File: src/rtl/pc_sequencer.sv
// pc_sequencer: program counter owner and FETCH/EXEC phase sequencer.
//
// Ports:
//   clk                 rising-edge clock
//   reset_n             asynchronous active-low reset
//   stall               repeat the current EXEC (multi-cycle load)
//   instruction_word    instruction currently in EXEC
//   rs_data             rs read value for the instruction in EXEC
//   jump_addr_selection registered branch decision: 00 none, 01 reg, 10 page, 11 rel
//   pc                  fetch/exec address
//   state               0 = FETCH, 1 = EXEC
//   link_addr           pc + 8
//   active              high until control transfers to HALT_ADDR
module pc_sequencer #(
  parameter logic [31:0] RESET_VECTOR = 32'hBFC00000,
  parameter logic [31:0] HALT_ADDR    = 32'h00000000
) (
  input  logic        clk,
  input  logic        reset_n,
  input  logic        stall,
  input  logic [31:0] instruction_word,
  input  logic [31:0] rs_data,
  input  logic [1:0]  jump_addr_selection,
  output logic [31:0] pc,
  output logic        state,
  output logic [31:0] link_addr,
  output logic        active
);

  typedef enum logic [1:0] {S_FETCH, S_EXEC, S_HALT} st_e;

  // Candidate targets captured from the instruction in EXEC; consumed one
  // EXEC later, once the delay-slot instruction has completed.
  typedef struct packed {
    logic [31:0] reg_t;
    logic [31:0] page_t;
    logic [31:0] rel_t;
  } tgt_t;

  st_e         st, st_nxt;
  tgt_t        tgt;
  logic        slot_pending;
  logic [31:0] pc_plus4, rel_off, sel_tgt, pc_nxt;
  logic [15:0] imm;
  logic        upd, taken, halt_hit;
  logic        unused_opcode;

  assign unused_opcode = ^instruction_word[31:26];

  assign pc_plus4 = pc + 32'd4;
  assign imm      = instruction_word[15:0];
  assign rel_off  = {{14{imm[15]}}, imm, 2'b00};
  assign upd      = (st == S_EXEC) && !stall;

  // Branch control is not reset, so its selection is only trusted once a
  // full EXEC has completed since reset.
  assign taken    = slot_pending && (jump_addr_selection != 2'b00);

  always_comb begin
    sel_tgt = pc_plus4;
    case (jump_addr_selection)
      2'b01:   sel_tgt = tgt.reg_t;
      2'b10:   sel_tgt = tgt.page_t;
      2'b11:   sel_tgt = tgt.rel_t;
      default: sel_tgt = pc_plus4;
    endcase
  end

  assign pc_nxt   = taken ? sel_tgt : pc_plus4;
  // Only a taken transfer halts; sequential wrap to 0 keeps running.
  assign halt_hit = taken && (sel_tgt == HALT_ADDR);

  // FSM: state register
  always_ff @(posedge clk or negedge reset_n) begin
    if (!reset_n) st <= S_FETCH;
    else          st <= st_nxt;
  end

  // FSM: next state
  always_comb begin
    st_nxt = st;
    case (st)
      S_FETCH: st_nxt = S_EXEC;
      S_EXEC:  if (!stall) st_nxt = halt_hit ? S_HALT : S_FETCH;
      S_HALT:  st_nxt = S_HALT;
      default: st_nxt = S_FETCH;
    endcase
  end

  // FSM: outputs
  always_comb begin
    state     = (st == S_EXEC);
    active    = (st != S_HALT);
    link_addr = pc + 32'd8;
  end

  // Datapath: capture and PC update share the EXEC->FETCH edge; the update
  // reads the old targets so a branch in a delay slot can't clobber them.
  always_ff @(posedge clk or negedge reset_n) begin
    if (!reset_n) begin
      pc           <= RESET_VECTOR;
      tgt          <= '0;
      slot_pending <= 1'b0;
    end else if (upd) begin
      tgt.reg_t    <= rs_data;
      tgt.page_t   <= {pc_plus4[31:28], instruction_word[25:0], 2'b00};
      tgt.rel_t    <= pc_plus4 + rel_off;
      slot_pending <= 1'b1;
      pc           <= halt_hit ? HALT_ADDR : pc_nxt;
    end
  end

endmodule

File: config.mk
export PLATFORM = sky130hd
export DESIGN_NAME = pc_sequencer
export DESIGN_NICKNAME = d
export VERILOG_FILES = /design/src/rtl/pc_sequencer.sv
export SDC_FILE = /design/constraint.sdc
export NUM_CORES = 1
export LEC_CHECK = 0
export CORE_ASPECT_RATIO = 0.75
export CORE_MARGIN = 1.5
export CORE_UTILIZATION = 50
export DETAILED_ROUTE_END_ITERATION = 10
export PLACE_DENSITY = 0.78
export SYNTH_ARGS = -nofsm -noshare
export SYNTH_HDL_FRONTEND = slang
export SYNTH_SLANG_ARGS = --single-unit
export TNS_END_PERCENT = 10
File: constraint.sdc
create_clock -name clk -period 3.95 [get_ports clk]
set_clock_uncertainty 0.1 [all_clocks]
set_input_delay 0.5925 -clock clk [delete_from_list [all_inputs] [get_ports clk]]
set_output_delay 0.5925 -clock clk [all_outputs]
set_load 0.02 [all_outputs]
* Yosys cells after proc, flatten, opt, wreduce, memory -nomap -nowiden
Index checks and enable logic that the tools add are counted.
** Storage, ports and cells
- Flip-flop bits (word level) :: 129
- Bits of input ports :: 69
- Output and inout bits :: 66
- Word-level logic and storage cells :: 29
** Cells by class
- Add/subtract/negate cells :: 3
- Eq/ne operators :: 7
- Multiplexer cells :: 6
- Reduce and logical (&&, ||, !) cells :: 7
** Operators with widths (number)
- $pmux W32 S3 :: 1
- $mux W32 :: 2
- $add A32 B3 Y32 const B :: 1
- $add A32 B32 Y32 :: 1
- $add A32 B4 Y32 const B :: 1
- $logic_not A32 Y1 :: 1
- $eq A2 B2 Y1 const B :: 3
- $pmux W2 S3 :: 1
- $eq A2 B1 Y1 const B :: 2
- $mux W2 :: 2
- $ne A2 B2 Y1 const B :: 2
- $logic_and A1 B1 Y1 :: 3
- $logic_not A2 Y1 :: 1
- $reduce_bool A2 Y1 :: 1
- $logic_not A1 Y1 :: 1

* Logic depth before layout (Yosys ltp)
- Depth after elaboration :: 7
- Mapped depth :: 16

* Worst setup path after synthesis
Ideal clock, no wire load.
- Path type :: register -> register
- Start :: register pc[8]
- End :: register tgt[28] (netlist name)
- Library setup time :: 126 ps
- Arrival :: 3861 ps
- Required time :: 3724 ps
- Slack :: -138 ps
- Stages on the path, launching flop included :: 16
- Path buffers :: 2
- Clock period less this slack :: 4088 ps
- Cell sequence :: dfrtp_1 -> buf_2 -> nand4_1 -> or4_1 -> clkbuf_1 -> nor2_1 -> xor2_1 -> ha_1 -> o21ai_0 -> nand2b_1 -> a41o_1 -> or3_1 -> o21ai_1 -> o21ai_1 -> a31o_2 -> a221o_1
** Between the ends
- Cells in the longest elaborated chain, start to end :: 2
** Ends and longest elaborated chain
- start, declared :: RTL line 24 : output logic [31:0] pc,
- start signal, assigned :: RTL line 109 : pc <= halt_hit ? HALT_ADDR : pc_nxt;
- $add A32 B3 Y32 :: RTL line 50 : assign pc_plus4 = pc + 32'd4;
- $add A32 B32 Y32 :: RTL line 107 : tgt.rel_t <= pc_plus4 + rel_off;
- end, declared :: RTL line 41 : tgt_t tgt;
No other way between the ends.
A chain may end at the register's enable or synchronous reset.

* Final worst setup path
- Start :: register pc[10]
- End :: register tgt[31] (netlist name)
Same word-level chain as after synthesis.

==> PnR_summary.wiki <==
{| class="wikitable"
! Metric !! Value
|-
| Synthesis-to-finish area growth || 28.1%
|-
| Maxcap violations || 0
|-
| Overall power || 6.04 mW
|-
| Rows || 41
|-
| Fillers || 1423
|-
| Count of antenna diodes in the layout || 0
|-
| Proportion of synthesized flip-flops having asynchronous set or reset || 100%
|-
| Detailed Route WL || 25400 um
|-
| Required time of the critical path || 4.16 ns
|-
| Final weighted congestion in routability-driven placement || 0.965
|-
| Kind of start point of the critical path || flop
|-
| Number of DRC violations after detailed-routing iteration 0 || 722
|-
| Largest net degree at the start of global routing || 95
|-
| Non-Filler Instances || 1424
|-
| Overall overflow remaining after global route || 0
|-
| Synthesized net count || 1167
|-
| Routed wirelength normalized by instance count || 17.8 um
|-
| Fraction of the yosys area taken by sequential cells || 37.6%
|-
| Area of all placed cells without fillers || 11000 um2
|-
| Cell Chain, Critical Path || nand3_2, nor4_4, or4b_4, nor2_2, xor2_1, ha_1, a21o_1, a21o_1, a21o_1, a211oi_1, nor2_1, o31a_1, o31ai_1
|-
| Maximum vdd drop || 0.360 mV
|-
| Initial Utilization || 51.1%
|-
| Final worst-path setup slack || 0.0457 ns
|-
| Arrival time worst endpoint || 4.12 ns
|-
| Clock latency reported for the late side of the worst-skew pair || 0.43 ns
|-
| Final count of pins violating max slew || 0
|-
| Y dimension of the die || 117 um
|-
| Horizontal die dimension || 154 um
|-
| Global-route wire length before repair || 40600 um
|-
| Max Fanout on Critical Path || 6
|-
| Post-synth EDFFs || 0
|-
| CTS sink cnt || 129
|-
| Top-level port count || 135
|-
| Area of the die || 18000 um2
|-
| Core region area || 16800 um2
|-
| Distinct cells, synth || 63
|-
| Port bufs || 128
|-
| Result of the run || complete, no violations
|-
| Clock transition at the register clock pins on the worst setup and hold paths after CTS || 0.05 ns
|-
| Total number of vias || 8167
|-
| FF+latch count, synth || 129
|-
| Hold_ws || 0.162 ns
|-
| Placed instance area || 10400 um2
|-
| Hold-fix buffers at CTS || 0
|-
| TritonCTS clock tree || done
|-
| # DRC || 0
|-
| DP Cell Count || 1392
|-
| CP endpoint kind || flop
|-
| Netlist area before placement || 8610 um2
|-
| Number of buffer and inverter stages on the critical path || 0
|-
| Pre-Repair DR Iteration Count || 5
|-
| LEAKAGE || 5.13 nW
|-
| Worst max-slew margin expressed relative to the limit || 42.9%
|-
| Count of warnings emitted by yosys || 0
|-
| Final HPWL DP || 18500 um
|-
| Total of endpoints with negative setup slack in the final report || 0
|-
| Fraction of final layout cells with drive strength greater than 1 || 12.7%
|-
| Capture point of the worst reg-to-reg path || tgt[31]
|-
| Root buffer cell || sky130_fd_sc_hd__clkbuf_16
|-
| Post-route minimum period || 3.90 ns
|-
| Top cell family by delay on the critical path || simple AND/OR/NAND/NOR gates
|-
| Max Buffers Root-to-Sink || 2
|-
| Total count of hold-check failures in the final report || 0
|-
| CTS H-tree depth || 4
|-
| Unrepaired setup endpoints after global routing || yes
|-
| Max incr delay on CP || 0.54 ns
|-
| Tcrit/Tclk final || 98.8%
|-
| Number of global-route vias before repair || 7553
|-
| Overall global routing resource usage || 29.4%
|-
| Number of nets in the layout || 1303
|-
| Worst flop-to-flop path startpoint || pc[10]
|-
| Cell count after synthesis || 1061
|-
| Slowest stage cell, crit path || sky130_fd_sc_hd__or4b_4
|-
| Slew at the pin with the worst max-slew slack || 0.854 ns
|-
| Antenna violations before repair || 0
|-
| Final antenna-violating net count || 0
|-
| Number of buffers created by CTS || 17
|-
| Placement Setup Slack || -0.0352 ns
|-
| Predominant post-synthesis flop cell || sky130_fd_sc_hd__dfrtp_1
|-
| Slack of the worst reg-to-reg path || 0.05 ns
|-
| Via-to-Cell Ratio || 5.74
|-
| Power per cell area || 548 nW/um2
|-
| Syn Area/Cell || 8.11 um2
|-
| Path type of the worst min-delay path || primary input to asynchronous set/reset pin
|-
| Dominant cell type by count on the critical path || sky130_fd_sc_hd__a21o_1
|-
| Number of cell instances on the worst register-to-register path || 13
|-
| Critical path class || flop to flop
|-
| Maximum clock rate || 256 MHz
|}
[sequential cells by signal, summed over array words and instances, names as in the netlist]
register / flops
st: 2
tgt: 94
pc: 32
slot_pending: 1
[per-layer routing]
| layer | vias up | track usage, % | wire [um] |
|---|---|---|---|
| met2 | 379 | 41.2 | 10100 |
| li1 | 3932 | - | - |
| met3 | 33 | 6.20 | 2550 |
| met4 | 0 | 9.23 | 365 |
| met5 | - | 0 | 0 |
| met1 | 3823 | 44.8 | 12400 |
[logic make-up after synthesis]
family / count (synthesis) / synth area share (%)
xor gates and xnor gates: 77 / 7.84
and+or+nand+nor: 458 / 23.3
buffers and inverters: 93 / 4.43
muxes: 42 / 5.15
AOI/OAI and AO/OA: 225 / 16.2
DFF: 129 / 37.6
adders and majority gates: 37 / 5.47
[Yosys cell counts (all sizes together) (3+ instances only)]
master,instances,area share [%]
xnor2,46,4.7
nor2b,6,0.44
o21ai,75,4.4
nand2,289,13
mux2,18,2.4
nand2b,4,0.29
nand3,22,1.3
a22oi,8,0.70
dfrtp,120,35
nor4,13,1.1
a31oi,8,0.58
nor3,12,0.83
a21o,18,1.6
dfstp,9,2.7
buf,22,1.3
o31ai,3,0.26
and3,10,0.73
ha,36,5.2
a31o,5,0.51
inv,15,0.65
and4,4,0.41
a221o,3,0.35
nor2,67,3.0
clkbuf,56,2.4
a21oi,58,3.4
a211oi,7,0.61
a311oi,3,0.31
o211ai,7,0.61
a22o,11,1.1
xor2,31,3.2
or2,3,0.22
nand4,17,1.4
o22ai,5,0.36
mux2i,24,2.8
[layout make-up]
type	count	area [um2]	share of cell area [%]
clock buffers	21	440	3.99
repair buffers	195	1820	16.5
inverters	15	56.3	0.511
well taps	215	269	2.44
clock inverters	10	138	1.25
multi-input cells	839	5070	45.9
flip-flops and latches	129	3240	29.4
[repair_timing]
item / 4_1_cts / 5_1_grt
endpoints found under the hold margin: 0 / 0
resized for setup: 2 / 14
pin swaps: 0 / 1
buffers inserted: 0 / 1
setup endpoints to repair: 3 / 11
[metrics by stage]
| step | setup TNS [ns] | util (%) |
|---|---|---|
| after floorplan | -0.0999 | - |
| after global placement | 0 | 61.6 |
| after detailed placement | -0.0437 | 61.6 |
| after CTS | -0.0129 | 65.1 |
| after global routing | -0.342 | 65.5 |
| final | 0 | 65.5 |
[worst max path at each step]
stage | startpoint | to | slack [ns] | depth (start not counted)
3_3_place_gp | pc[3] | tgt[28] | 0.03 | 14
5_1_grt | pc[3] | tgt[31] | -0.15 | 14
3_5_place_dp | pc[3] | tgt[28] | -0.04 | 14
6_report | pc[10] | tgt[31] | 0.05 | 13
2_1_floorplan | pc[10] | tgt[28] | -0.06 | 15
4_1_cts | pc[3] | tgt[28] | -0.01 | 14
[power by group]
group | internal (mW) | total (mW) | switching, mW
Combinational | 1.14 | 2.57 | 1.43
Sequential | 1.64 | 1.90 | 0.254
Clock | 0.985 | 1.58 | 0.594
Total | 3.77 | 6.04 | 2.27
[cells in the final DEF, fill, tap and decap left out, types with 4 or more instances in the layout]
master                            Yosys  routed
sky130_fd_sc_hd__a211oi_1             7       7
sky130_fd_sc_hd__a21o_1              18      18
sky130_fd_sc_hd__a21oi_1             57      57
sky130_fd_sc_hd__a22o_1              11      11
sky130_fd_sc_hd__a22oi_1              8       8
sky130_fd_sc_hd__a31o_2               5       5
sky130_fd_sc_hd__a31oi_1              8       8
sky130_fd_sc_hd__and3_1              10      10
sky130_fd_sc_hd__and4_1               4       4
sky130_fd_sc_hd__buf_4                5      65
sky130_fd_sc_hd__clkbuf_1            56       4
sky130_fd_sc_hd__clkbuf_16            0      17
sky130_fd_sc_hd__clkdlybuf4s50_1      0     125
sky130_fd_sc_hd__dfrtp_1            120     120
sky130_fd_sc_hd__dfstp_2              9       9
sky130_fd_sc_hd__ha_1                36      36
sky130_fd_sc_hd__inv_1               14      14
sky130_fd_sc_hd__mux2_2              18      18
sky130_fd_sc_hd__mux2i_1             24      24
sky130_fd_sc_hd__nand2_1            289     289
sky130_fd_sc_hd__nand2b_1             4       4
sky130_fd_sc_hd__nand3_1             21      21
sky130_fd_sc_hd__nand4_1             16      16
sky130_fd_sc_hd__nor2_1              66      64
sky130_fd_sc_hd__nor2b_1              6       5
sky130_fd_sc_hd__nor3_1              11       9
sky130_fd_sc_hd__nor4_1              12      11
sky130_fd_sc_hd__o211ai_1             7       7
sky130_fd_sc_hd__o21ai_0             71      69
sky130_fd_sc_hd__o22ai_1              5       5
sky130_fd_sc_hd__xnor2_1             46      44
sky130_fd_sc_hd__xor2_1              31      30
No activity file was read; power rests on OpenSTA's default activity.
